--- config.mk ---
export PLATFORM = sky130hd
export DESIGN_NAME = ttl_nor_array_reg
export DESIGN_NICKNAME = d
export VERILOG_FILES = /design/src/rtl/ttl_nor_array_reg.sv
export SDC_FILE = /design/constraint.sdc
export NUM_CORES = 1
export LEC_CHECK = 0
export CAP_MARGIN = 40
export CORE_MARGIN = 4
export CORE_UTILIZATION = 55
export CTS_CLUSTER_SIZE = 20
export DETAILED_ROUTE_END_ITERATION = 7
export PLACE_DENSITY = 0.83
export SLEW_MARGIN = 20
export SYNTH_ARGS = -nofsm -noshare
export SYNTH_HDL_FRONTEND = slang
export SYNTH_SLANG_ARGS = --single-unit
--- constraint.sdc ---
create_clock -name CLK -period 2.4 [get_ports CLK]
set_input_delay 0.48 -clock CLK [delete_from_list [all_inputs] [get_ports CLK]]
set_output_delay 0.48 -clock CLK [all_outputs]
set_load 0.1 [all_outputs]
--- src/rtl/ttl_nor_array_reg.sv ---
// Registered CHANNELS x INPUTS gate bank (NOR/OR/NAND/AND) with a clock-enabled output
// pipeline, fill tracking and per-channel saturating toggle counters. Optional macro: TTL_NOR_ARRAY_TIMING_EN.
module ttl_nor_array_reg #(
    parameter int unsigned  CHANNELS = 4,
    parameter int unsigned  INPUTS   = 2,
    parameter int unsigned  STAGES   = 1,
    parameter int unsigned  CNT_W    = 8,
    localparam int unsigned SEL_W    = (CHANNELS > 1) ? $clog2(CHANNELS) : 1
) (
    input  logic                         CLK,
    input  logic                         CLR_N,
    input  logic                         EN,
    input  logic [1:0]                   MODE,
    input  logic [CHANNELS*INPUTS-1:0]   A,
    output logic [CHANNELS-1:0]          Y_COMB,
    output logic [CHANNELS-1:0]          Y,
    output logic                         VALID,
    input  logic                         CNT_CLR,
    input  logic [SEL_W-1:0]             CNT_SEL,
    output logic [CNT_W-1:0]             CNT
);

    localparam int unsigned       FILL_W  = $clog2(STAGES + 1);
    localparam logic [CNT_W-1:0]  CNT_MAX = '1;

    typedef enum logic [1:0] {
        MODE_NOR  = 2'b00,
        MODE_OR   = 2'b01,
        MODE_NAND = 2'b10,
        MODE_AND  = 2'b11
    } mode_e;

    generate
        if (CHANNELS < 1 || CHANNELS > 16 || INPUTS < 2 || INPUTS > 8 ||
            STAGES < 1 || STAGES > 8 || CNT_W < 1 || CNT_W > 16) begin : g_param_err
            $error("ttl_nor_array_reg: parameter out of range");
        end
    endgenerate

    logic [CHANNELS-1:0]                  y_comb_c;
    logic [INPUTS-1:0]                    chan_c;
    logic [STAGES-1:0][CHANNELS-1:0]      stage_q, stage_d;
    logic [FILL_W-1:0]                    fill_q, fill_d;
    logic                                 valid_q, valid_d;
    logic [CHANNELS-1:0][CNT_W-1:0]       cnt_q, cnt_d;
    logic [CNT_W-1:0]                     cnt_c;

    // Per-channel gate function selected by MODE
    always_comb begin
        y_comb_c = '0;
        chan_c   = '0;
        for (int unsigned c = 0; c < CHANNELS; c++) begin
            chan_c = A[c*INPUTS +: INPUTS];
            case (mode_e'(MODE))
                MODE_NOR:  y_comb_c[c] = ~(|chan_c);
                MODE_OR:   y_comb_c[c] = |chan_c;
                MODE_NAND: y_comb_c[c] = ~(&chan_c);
                MODE_AND:  y_comb_c[c] = &chan_c;
                default:   y_comb_c[c] = 1'b0;
            endcase
        end
    end

    // Pipeline shift, fill tracking and toggle counting on enabled edges
    always_comb begin
        stage_d = stage_q;
        fill_d  = fill_q;
        valid_d = valid_q;
        cnt_d   = cnt_q;
        if (EN) begin
            stage_d[0] = y_comb_c;
            for (int unsigned k = 1; k < STAGES; k++) begin
                stage_d[k] = stage_q[k-1];
            end
            if (fill_q != FILL_W'(STAGES)) begin
                fill_d = fill_q + FILL_W'(1);
            end
            valid_d = (fill_d == FILL_W'(STAGES));
            // Only post-fill transitions of the final stage are activity
            if (valid_q) begin
                for (int unsigned c = 0; c < CHANNELS; c++) begin
                    if ((stage_d[STAGES-1][c] != stage_q[STAGES-1][c]) && (cnt_q[c] != CNT_MAX)) begin
                        cnt_d[c] = cnt_q[c] + CNT_W'(1);
                    end
                end
            end
        end
        if (CNT_CLR) begin
            cnt_d = '0;
        end
    end

    always_ff @(posedge CLK or negedge CLR_N) begin
        if (!CLR_N) begin
            stage_q <= '0;
            fill_q  <= '0;
            valid_q <= 1'b0;
            cnt_q   <= '0;
        end else begin
            stage_q <= stage_d;
            fill_q  <= fill_d;
            valid_q <= valid_d;
            cnt_q   <= cnt_d;
        end
    end

    // Counter read mux; selects beyond the last channel read as zero
    always_comb begin
        cnt_c = '0;
        for (int unsigned c = 0; c < CHANNELS; c++) begin
            if (CNT_SEL == SEL_W'(c)) begin
                cnt_c = cnt_q[c];
            end
        end
    end

    assign CNT = cnt_c;

`ifdef TTL_NOR_ARRAY_TIMING_EN
    assign #(0:10:15, 0:10:15) Y_COMB = y_comb_c;
    assign #(0:8:12)           Y      = stage_q[STAGES-1];
    assign #(0:8:12)           VALID  = valid_q;
`else
    assign Y_COMB = y_comb_c;
    assign Y      = stage_q[STAGES-1];
    assign VALID  = valid_q;
`endif

endmodule

==> impl_metrics.ini <==
[sta]
finalCritPeriodShare = 0.985
tightest_slew_ns = 0.769
setup_slack_ns = 0.0357
slew_violations = 0
rsz0062_at_grt = no
finClkSkew_ns = 0.00277
min_period_ns = 2.36
max_freq_mhz = 423
hold_violations = 0
relSlewSlack = 0.486
setup_viol = 0
whs_ns = 0.115

[synthesis]
synthTopCellsByArea = dfrtp_1, mux2_2, mux4_2, a21oi_1, nor2_1
syn_area_sq_mm = 0.00238
synth_seq_area_share = 0.389
syn_nets = 250
synth_top_cell_by_area = dfrtp_1
syn_avg_cell_area_sq_um = 10.4
syn_inst = 230
ys_seq_elements = 37
yosys_warnings = 0
ys_types = 42
yosysTopAreaCellShare = 0.389

[grt]
grt_overflow = 0
grt_max_degree = 45
grt_pass1_wl_mm = 9.54
grt_pass1_vias = 2099
gr-usage-all-layers = 0.230
antenna_found_initial = 0

[floorplan]
dieArea_sq_mm = 0.00545
coreArea_sq_mm = 0.00409
rows = 23
start_util = 0.583
die_y_um = 73.8
die_x_um = 73.8
io_pins = 33

[pwr]
p_leak_nw = 1.36
vdd_ir_drop_max_v = 0.000577
p_per_area_mw_per_mm2 = 528

[clock_tree]
htree_levels = 2
cts.sinks = 37
cts_hold_buf = 0
post-cts-setup-buffers = 0
clk_path_buf_depth = 2
root_buffer = clkbuf_8
clock_latency_ns = 0.29
numCtsBuffers = 5
clkSlewWorstSetupHoldPaths_ns = 0.07
cts_tree = done
post_cts_resized = 3

[cells_and_area]
final_net_count = 298
final_area_sq_mm = 0.00322
area_growth_pct = 35.2
drive_above_1_share = 0.355
post-route-util = 0.788
antennaDiodeCount = 0
layoutNonFillerInstCount = 329

[min_path]
hold_class = in -> async

[setup_path]
cp.required_ns = 1.92
startpoint = CNT_SEL[0]
cp-start-kind = primary input
worstPathMaxFanout = 8
path_class = in -> out
r2r_start = cnt_q[16]
critPathCaptureType = output port
crit_arrival_ns = 1.88

[run]
cap_violations = 0

[status]
status = finished, final reports clean

[placement]
dpl-instance-area_sq_mm = 0.00313
place_ws_ns = -0.180
hpwlAfterDp_mm = 4.37
gp_congestion = 0.807
dp_cells = 321
io_buffers = 32

[detailed_routing]
final_antenna_net_count = 0
drtIter0Drc = 101
wl_mm = 5.93
vias_per_cell = 6.24
vias = 2053
drcViolationCount = 0
first_pass_iters = 4
drt-wirelength-per-cell_um = 18.0
worst max-delay path, stage by stage:
cell and delay, ns:
clkdlybuf4s50_1 0.51, buf_12 0.15, mux4_2 0.55, buf_12 0.19
metrics by stage:
stage          power (mW)  setup TNS, ns
6_report             1.70              0
5_1_grt              1.78              0
4_1_cts              1.71              0
3_5_place_dp         1.28          -2.73
3_3_place_gp         1.27          -1.56
2_1_floorplan        1.07          -5.26
where the power goes:
group | internal (mW) | total, mW | switching, mW
sequential | 0.651 | 0.684 | 0.0336
combinational | 0.241 | 0.591 | 0.350
clock | 0.201 | 0.426 | 0.224
registers in the layout (all words and copies together) (netlist names):
signal	flops
cnt_q	32
Y	4
VALID	1
cell families after synthesis:
family	after synthesis	synth area share
AND/OR/NAND/NOR	89	0.214
AO/OA/AOI/OAI	48	0.145
flip-flops	37	0.389
multiplexers	28	0.168
buffers and inverters	17	0.0373
XOR/XNOR	6	0.0221
adder cells (fa/ha/maj)	5	0.0252
layout by cell type, fill, tap and decap left out, types with 3 or more instances in the layout:
cell             count
a211oi_1             3
a21bo_2              5
a21oi_1             18
a221oi_4             3
and3_1               4
and4_1               4
buf_12              14
buf_4               24
clkbuf_8             5
clkdlybuf4s50_1     12
dfrtp_1             37
ha_1                 4
inv_1                4
mux2_2               6
mux2_4              10
mux2i_1              3
mux4_2               8
nand2_1              9
nand3_1              9
nand3_2              4
nand4_1              5
nor2_1              18
nor2b_1             10
nor3b_1              3
o21ai_0              4
o21ba_2              3
o31ai_1              7
or3_1                3
or4_1                7
xnor2_1              3
cells in the mapped netlist (all sizes together):
master / n
nand2: 9
xnor2: 5
or2: 2
nand3b: 2
maj3: 1
nor2: 18
a21oi: 19
a211oi: 3
nor2b: 10
a31o: 2
mux2i: 4
or3b: 1
nor3b: 3
ha: 4
xor2: 1
a221oi: 3
o21bai: 1
or4: 7
mux2: 16
and3: 5
buf: 7
dfrtp: 37
o21ba: 3
nand2b: 2
nand4: 5
mux4: 8
and4: 5
or3: 4
nand3: 13
o31ai: 7
clkbuf: 6
inv: 4
o21ai: 5
nor4: 2
and2: 1
a21bo: 5
path summary, 6_finish.rpt:
check | slack [ns] | endpoint | cells past startpoint
setup / recovery | 0.04 | CNT[2] | 4
hold / removal | 0.12 | cnt_q[21] | 1
setup reg to reg | 0.13 | cnt_q[19] | 7
hold reg to reg | 0.58 | cnt_q[1] | 2
max in group asynchronous | 1.83 | cnt_q[2] | 2
min in group CLK | 0.58 | cnt_q[1] | 2
cell type report:
type                    instances  area [sq um]
clock inverters                 2          10.0
repair buffers                 54           631
well taps                      50          62.6
clock buffers                   6          72.6
flip-flops and latches         37           926
inverters                       4          15.0
fillers                       270           865
multi-input cells             176          1510
per-layer routing:
metal / GRT usage / vias to the layer above / wire, um
met2: 0.369 / 63 / 2840
met3: 0.0602 / 14 / 361
li1: - / 962 / -
met1: 0.289 / 1014 / 2570
met4: 0.107 / 0 / 157
met5: 0 / - / 0
Note: power is estimated with default switching activity, not from simulation.
